**src/rtl/aes_key_expand_ctrl.sv**
```systemverilog
// Sequences a single-round AES-128 key-schedule unit ten times and keeps K0..K10 in a key store.
// Round keys are read back through a registered port with 1-cycle latency; a new start is ignored while busy.
module aes_key_expand_ctrl #(
  parameter int unsigned KS_LAT = 7
) (
  input  logic         clk,
  input  logic         rst,
  input  logic         start,
  input  logic         flush,
  input  logic [0:127] key_in,
  output logic         busy,
  output logic         done,
  output logic         ready,
  output logic         ks_load,
  output logic [0:3]   ks_round,
  output logic [0:127] ks_keyin,
  input  logic [0:127] ks_keyout,
  input  logic         rk_rd,
  input  logic [0:3]   rk_idx,
  output logic         rk_rvalid,
  output logic         rk_rerr,
  output logic [0:127] rk_data
);

  typedef enum logic [2:0] {
    S_IDLE,
    S_LOAD,
    S_WAIT,
    S_CAPT,
    S_DONE
  } state_t;

  state_t       state_q, state_d;
  logic [3:0]   rnd_q, rnd_d;
  logic [3:0]   wcnt_q, wcnt_d;
  logic [3:0]   wr_cnt_q, wr_cnt_d;
  logic [0:127] keyin_q, keyin_d;

  logic         key_we;
  logic [3:0]   key_waddr;
  logic [0:127] key_wdata;
  logic [0:127] key_q [11];

  logic         rd_legal;
  logic [3:0]   rd_sel;
  logic         rk_rvalid_q;
  logic         rk_rerr_q;
  logic [0:127] rk_data_q;

  always_ff @(posedge clk or negedge rst) begin
    if (!rst) begin
      state_q  <= S_IDLE;
      rnd_q    <= 4'd0;
      wcnt_q   <= 4'd0;
      wr_cnt_q <= 4'd0;
      keyin_q  <= '0;
    end else begin
      state_q  <= state_d;
      rnd_q    <= rnd_d;
      wcnt_q   <= wcnt_d;
      wr_cnt_q <= wr_cnt_d;
      keyin_q  <= keyin_d;
    end
  end

  // The key driven to the unit is tracked in its own register, so it never has to be muxed out of the store.
  always_comb begin
    state_d   = state_q;
    rnd_d     = rnd_q;
    wcnt_d    = wcnt_q;
    wr_cnt_d  = wr_cnt_q;
    keyin_d   = keyin_q;
    key_we    = 1'b0;
    key_waddr = 4'd0;
    key_wdata = ks_keyout;
    if (flush) begin
      state_d  = S_IDLE;
      wr_cnt_d = 4'd0;
    end else begin
      case (state_q)
        S_IDLE, S_DONE: begin
          if (start) begin
            key_we    = 1'b1;
            key_waddr = 4'd0;
            key_wdata = key_in;
            keyin_d   = key_in;
            wr_cnt_d  = 4'd1;
            rnd_d     = 4'd0;
            state_d   = S_LOAD;
          end
        end
        S_LOAD: begin
          wcnt_d  = 4'(KS_LAT);
          state_d = S_WAIT;
        end
        S_WAIT: begin
          if (wcnt_q <= 4'd1) state_d = S_CAPT;
          else                wcnt_d  = wcnt_q - 4'd1;
        end
        S_CAPT: begin
          key_we    = 1'b1;
          key_waddr = rnd_q + 4'd1;
          key_wdata = ks_keyout;
          keyin_d   = ks_keyout;
          wr_cnt_d  = (wr_cnt_q < 4'd11) ? wr_cnt_q + 4'd1 : wr_cnt_q;
          if (rnd_q >= 4'd9) begin
            state_d = S_DONE;
          end else begin
            rnd_d   = rnd_q + 4'd1;
            state_d = S_LOAD;
          end
        end
        default: state_d = S_IDLE;
      endcase
    end
  end

  always_ff @(posedge clk) begin
    if (key_we) key_q[key_waddr] <= key_wdata;
  end

  // wr_cnt never exceeds 11, so this also rejects indices 11..15; a same-cycle capture is not yet counted.
  assign rd_legal = (rk_idx < wr_cnt_q);
  assign rd_sel   = rd_legal ? rk_idx : 4'd0;

  always_ff @(posedge clk or negedge rst) begin
    if (!rst) begin
      rk_rvalid_q <= 1'b0;
      rk_rerr_q   <= 1'b0;
      rk_data_q   <= '0;
    end else begin
      rk_rvalid_q <= rk_rd;
      rk_rerr_q   <= rk_rd & ~rd_legal;
      rk_data_q   <= (rk_rd && rd_legal) ? key_q[rd_sel] : '0;
    end
  end

  assign busy      = (state_q == S_LOAD) || (state_q == S_WAIT) || (state_q == S_CAPT);
  assign ready     = (state_q == S_DONE);
  assign done      = (state_q == S_CAPT) && (rnd_q == 4'd9) && !flush;
  assign ks_load   = (state_q == S_LOAD);
  assign ks_round  = rnd_q;
  assign ks_keyin  = keyin_q;
  assign rk_rvalid = rk_rvalid_q;
  assign rk_rerr   = rk_rerr_q;
  assign rk_data   = rk_data_q;

endmodule

```
**config.mk**
```make
export PLATFORM = sky130hd
export DESIGN_NAME = aes_key_expand_ctrl
export DESIGN_NICKNAME = d
export VERILOG_FILES = /design/src/rtl/aes_key_expand_ctrl.sv
export SDC_FILE = /design/constraint.sdc
export NUM_CORES = 2
export LEC_CHECK = 0
export ABC_CLOCK_PERIOD_IN_PS = 19700
export CORE_MARGIN = 2
export CORE_UTILIZATION = 50
export CTS_CLUSTER_SIZE = 40
export DETAILED_ROUTE_END_ITERATION = 10
export GPL_TIMING_DRIVEN = 0
export PLACE_DENSITY_LB_ADDON = 0.12
export RECOVER_POWER = 100
export REMOVE_ABC_BUFFERS = 1
export SLEW_MARGIN = 5
export SYNTH_ARGS = -nofsm -noshare
export SYNTH_HDL_FRONTEND = slang
export SYNTH_SLANG_ARGS = --single-unit
```
**constraint.sdc**
```tcl
create_clock -name clk -period 19.7 [get_ports clk]
set_input_delay 1.97 -clock clk [delete_from_list [all_inputs] [get_ports clk]]
set_output_delay 1.97 -clock clk [all_outputs]
set_load 0.005 [all_outputs]
```
Word-level counts from Yosys, hierarchy flattened
Memory sizes are Yosys's and may differ from the RTL's.
Index checks and enable logic that the tools add are counted.

word-level totals
  output and inout bits = 266
  memories = 1
  input bits = 265
  RAM bits = 1408
  register bits = 273

memory list
  name   words  bits a word  read ports  clocked after Yosys merged registers in  write ports  line  source
  key_q  11     128          1           0                                        1            42    logic [0:127] key_q [11];

operators by class
  multiplexer cells = 28
  reductions and logical operators = 16
  eq/ne operators = 11
  add/subtract/negate cells = 3
  bitwise logic cells = 3
  order comparisons = 4

operators with widths
  cell                                                             count
  two-way mux 128 bit                                              5
  one-hot mux 128 bit (2 select lines)                             1
  two-way mux 4 bit                                                9
  one-hot mux 4 bit (2 select lines)                               3
  two-way mux 3 bit                                                4
  one-hot mux 3 bit (4 select lines)                               1
  inequality test 3 bit (second input constant)                    3
  AND reduction 3 bit                                              3
  adder 4 x 1 -> 4 bit (second input constant)                     2
  == test 3 x 2 -> 1 bit (second input constant)                   2
  inequality test 2 bit (second input constant)                    3
  == test 4 bit (second input constant)                            1
  >= comparator 4 bit (second input constant)                      1
  less-or-equal comparator 4 x 1 -> 1 bit (second input constant)  1
  < comparator 4 bit                                               1
  < comparator 4 bit (second input constant)                       1
  two-way mux 1 bit                                                4
  AND reduction 4 bit                                              1
  nonzero test 2 bit                                               2
  subtractor 4 x 1 -> 4 bit (second input constant)                1
  == test 3 x 1 -> 1 bit (second input constant)                   1
  == test 3 bit (second input constant)                            1
  logical AND 1 bit                                                3
  logical NOT 3 bit                                                1
  8 further kinds                                                  10

Logic depth before layout (Yosys ltp)
  depth after elaboration = 6
  depth in mapped cells = 9

Worst setup path before layout
OpenSTA, ideal clock, no wires.

  kind = input-to-reg
  start point = in flush
  end point = mem key_q[5][0] in the netlist's numbering, enable pin
  required time = 18928 ps
  arrival time = 11254 ps
  cell stages on the path = 5
  slack = 7674 ps
  cells stage by stage = clkbuf_1 > clkbuf_1 > nor2_1 > nand3_1 > nor3_1

between the ends
  word-level cells in the longest chain between the ends = 3
  elaborated cells on any way between the ends = 4
  those cells by class = 4 x mux

RTL lines
  item                                     line  source
  start, declared                          9     input logic flush,
  two-way mux 1 bit                        76    if (flush) begin
  two-way mux 1 bit                        119   if (key_we) key_q[key_waddr] <= key_wdata;
  two-way mux 1 bit (not written as such)  119
  end, declared                            42

Several ways; a longest one is shown, not always the timed one.

Final worst setup path
  start point = in rk_idx[0] in the netlist's numbering
  end point = reg rk_data_q (netlist bit rk_data[83])

between the ends
  word-level cells in the longest chain between the ends = 4
  elaborated cells on any way between the ends = 5
  those cells by class = 1 x order compare; 2 x mux; 1 x reduce/logical; 1 x memory

RTL lines
  item                        line  source
  start, declared             19    input logic [0:3] rk_idx,
  < comparator 4 bit          123   assign rd_legal = (rk_idx < wr_cnt_q);
  two-way mux 4 bit           124   assign rd_sel = rd_legal ? rk_idx : 4'd0;
  memory read (11 x 128 bit)  n/a
  two-way mux 128 bit (*)     134   rk_data_q <= (rk_rd && rd_legal) ? key_q[rd_sel] : '0;
  end signal, assigned        134
  end, declared               48    logic [0:127] rk_data_q;

Every way passes the cells marked *; elsewhere a longest branch is shown, timed or not.
A chain may end at the register's enable or synchronous reset.

==> impl_metrics.ini <==
[worst_setup_path]
critical_path.endpoint = rk_data[83]$_DFF_PN0_
critical_path_data_required_time_ns = 20.37
r2r-end = key_q[8][6]$_DFFE_PP_
timing.critical_path.from_type = input port
timing.reg2reg.worst_path_depth = 9
reg2reg_from = state_q[1]$_DFFE_PN0P_
timing.critical_path.from = rk_idx[0]
critPathMaxFanout = 115
worstSetupPathType = in2reg
r2r_slack_ns = 11.30
critical_path_endpoint_category = flip-flop
worst-endpoint-arrival_ns = 13.08

[global_route]
grt_first_pass_wirelength_um = 264300
first_global_vias = 41290
globalRoute.totalOverflow = 0
grt.met3_usage_pct = 4.190
grtUsageMet1_pct = 36.16
antenna_violations_before_repair = 6
grt_util_all_layers_pct = 25.63
gr-max-usage-layer = met2
grt_start_max_net_pins = 125
global_route.usage.met2_pct = 41.57

[floorplan]
die_height_um = 372.1
rows = 135
fp.dieW_um = 372.1
initial_cell_density_of_the_core_pct = 50.20
die_area_um2 = 138500
fp.coreArea_um2 = 135000
io-pin-count = 531

[detailed_routing]
post_drt_via_cell_ratio = 6.108
route.vias.total = 40910
number_of_detailed_routing_iterations_run_before_antenna_repair = 5
average_wire_per_standard_cell_um = 26.77
drt-initial-drc-count = 3369
routed_wirelength_um = 179300
remaining_drc_errors = 0
antenna_violating_nets_post_route = 0

[sta]
clock_skew_ns = 0.02124
timing_worst_slew_pin_value_ns = 6.267
setup_violations = 0
timing.final.max_slew_violations = 1243
finalHoldWorstSlack_ns = 0.5456
minimum_period_implied_by_the_final_worst_setup_slack_ns = 12.41
max_clock_freq_mhz = 80.59
hold_viol = 0
setup_repair_after_global_routing_missed_its_margin = no
final_period_util_pct = 62.99
timing.slew.headroom_pct = -317.8

[finish]
finalNetCount = 5039
synthToLayoutAreaGrowth_pct = 19.56
postLayoutCellArea_um2 = 81010
ff_latch_area_um2 = 49110
filler_cell_count = 10250
multi_input_area_um2 = 16990
post_route_cells_drive_above_1_share_pct = 11.78

[logic_synthesis]
synth.cell_area_um2 = 67760
synth_async_sr_flop_share_pct = 16.24
ys_types = 61
seq_area_frac_synth_pct = 72.48
ys_warn_count = 0
ys_ff_latch = 1681
synth_edf_count = 1408
post_synth.cell_area_avg_um2 = 16.15
netlist_instances = 4195
synth_flop_cell = sky130_fd_sc_hd__edfxtp_1

[cts]
clkSinkCount = 1681
htreeDepth = 4
root_buffer = sky130_fd_sc_hd__clkbuf_16
worst_skew_pair.late_latency_ns = 0.79
tritoncts.num_buffers = 172
clock_tree_from_tritoncts = yes
cts_resized = 0
cts_post_setup_buffers_inserted = 0
clock_tree_buffer_depth = 3
cts.hold.buffers_added = 0
clkSlewWorstSetupHoldPaths_ns = 0.06

[placement]
buffer_ports.inserted = 530
finalWeightedCongestion = 0.7183
hpwl_um = 107000
detailed_place.area_um2 = 77320

[pwr]
power_per_cell_area_nw_per_um2 = 101.2
max-vdd-ir-drop_mv = 0.07497
power_uw = 8199
static-leakage-power_uw = 0.02901

[status]
run_status = complete, but fails checks
failing_checks = max-capacitance violations, max-slew violations

[job]
drv_cap = 46

[worst_hold_path]
hold_class = reg2reg
==> kinds of logic after synthesis <==
logic type | synth area share, %
AOI/OAI and AO/OA | 10.16
xor gates and xnor gates | 0.03879
adders and majority gates | 0.1662
buffers and inverters | 2.452
DFF | 72.48
muxes | 10.18
and+or+nand+nor | 4.519
==> state kept, by name, summed over array words and instances, names as in the netlist <==
register,cells
key_q,1408
rk_rvalid,1
state_q,3
rk_data,128
wr_cnt_q,4
wcnt_q,4
ks_keyin,128
rk_rerr,1
ks_round,4
==> per-layer routing <==
layer / wire [um] / share of wire [%] / up-vias
li1: - / - / 17900
met1: 77870 / 43 / 21260
met2: 86490 / 48 / 1454
met3: 11250 / 6.3 / 291
met4: 3654 / 2.0 / 8
met5: 55 / 0.031 / -
==> per-stage QoR <==
stage	util [%]	setup TNS (ns)	worst slack, ns	instances
after floorplan	-	0	6.385	3862
after global placement	54.58	-7419.13	-22.45	6173
after detailed placement	57.29	0	13.54	6372
after CTS	61.43	0	13.91	6696
after global routing	60.02	0	7.057	6698
final	60.02	0	7.291	6698
==> critical path, cell delays in order <==
cell	delay, ns
sky130_fd_sc_hd__buf_8	0.33
sky130_fd_sc_hd__buf_16	0.33
sky130_fd_sc_hd__clkbuf_1	4.24
sky130_fd_sc_hd__ha_1	0.81
sky130_fd_sc_hd__a21oi_1	0.47
sky130_fd_sc_hd__nand3_1	1.91
sky130_fd_sc_hd__clkbuf_1	1.39
sky130_fd_sc_hd__buf_12	0.54
sky130_fd_sc_hd__a221o_1	0.35
sky130_fd_sc_hd__a41o_1	0.24
==> cells in the final DEF (no fill, tap or decap), drive strengths merged, types with 3 or more instances in the layout <==
master,synthesis,routed
a21oi,11,11
a221oi,128,128
o21ai,13,13
dlygate4sd3,0,268
nor2,277,277
dfrtp,273,273
bufinv,0,9
edfxtp,1408,1408
a22oi,131,131
ha,9,9
nand3,5,5
clkinvlp,0,5
clkdlybuf4s50,0,257
mux2i,255,255
a2111oi,127,127
clkinv,0,56
buf,151,68
nor2b,3,3
a221o,127,127
inv,10,12
mux2,384,384
a41o,127,127
nand2,266,266
clkbuf,182,388
a31oi,129,129
and2,3,3
nor3,8,8
nand2b,130,130
==> cells in the mapped netlist (all sizes together), types with 3 or more instances <==
cell type     n  area [um2]
mux2i       255        2552
a221oi      128        1121
mux2        384        4324
clkbuf      182       683.2
a41o        127        1271
a2111oi     127        1112
inv          10       37.54
nand2       266       998.5
o21ai        13       65.06
a221o       127        1271
a22oi       131       983.4
nand2b      130       813.3
edfxtp     1408       42280
and2          3       18.77
ha            9       112.6
nor2        277        1047
a21oi        11       70.07
dfrtp       273        6832
a31oi       129       807.0
nand3         5       25.02
nor2b         3       18.77
nor3          8       40.04
buf         151       940.9
==> worst min path at each step <==
stage,start,to,slack [ns],cells past startpoint
finish,ks_keyin[26]$_DFFE_PN0P_,ks_keyin[26]$_DFFE_PN0P_,0.55,2
global route,ks_keyin[104]$_DFFE_PN0P_,ks_keyin[104]$_DFFE_PN0P_,0.57,2
CTS,ks_keyin[45]$_DFFE_PN0P_,ks_keyin[45]$_DFFE_PN0P_,0.55,2
detailed placement,ks_keyin[26]$_DFFE_PN0P_,ks_keyin[26]$_DFFE_PN0P_,0.54,2
global placement,ks_keyin[43]$_DFFE_PN0P_,ks_keyin[43]$_DFFE_PN0P_,0.53,2
floorplan,wr_cnt_q[3]$_DFFE_PN0P_,wr_cnt_q[3]$_DFFE_PN0P_,0.50,2
==> report_power, final <==
group	internal (uW)	leakage, uW	switching (uW)
sequential	4060	0.0160	67.7
clock	1870	0.00273	1330
combinational	388	0.0102	480
total	6320	0.0290	1880
==> cell type report <==
class                      instances  area share [%]
antenna                            2        0.006178
clock buffer                     252           6.158
clock inverter                    72          0.7352
inverter                          10         0.04634
multi-input combinational       2171           20.98
sequential                      1681           60.63
tap                             1781           2.751
timing repair buffer             729           8.700
No activity file was read; power rests on OpenSTA's default activity.
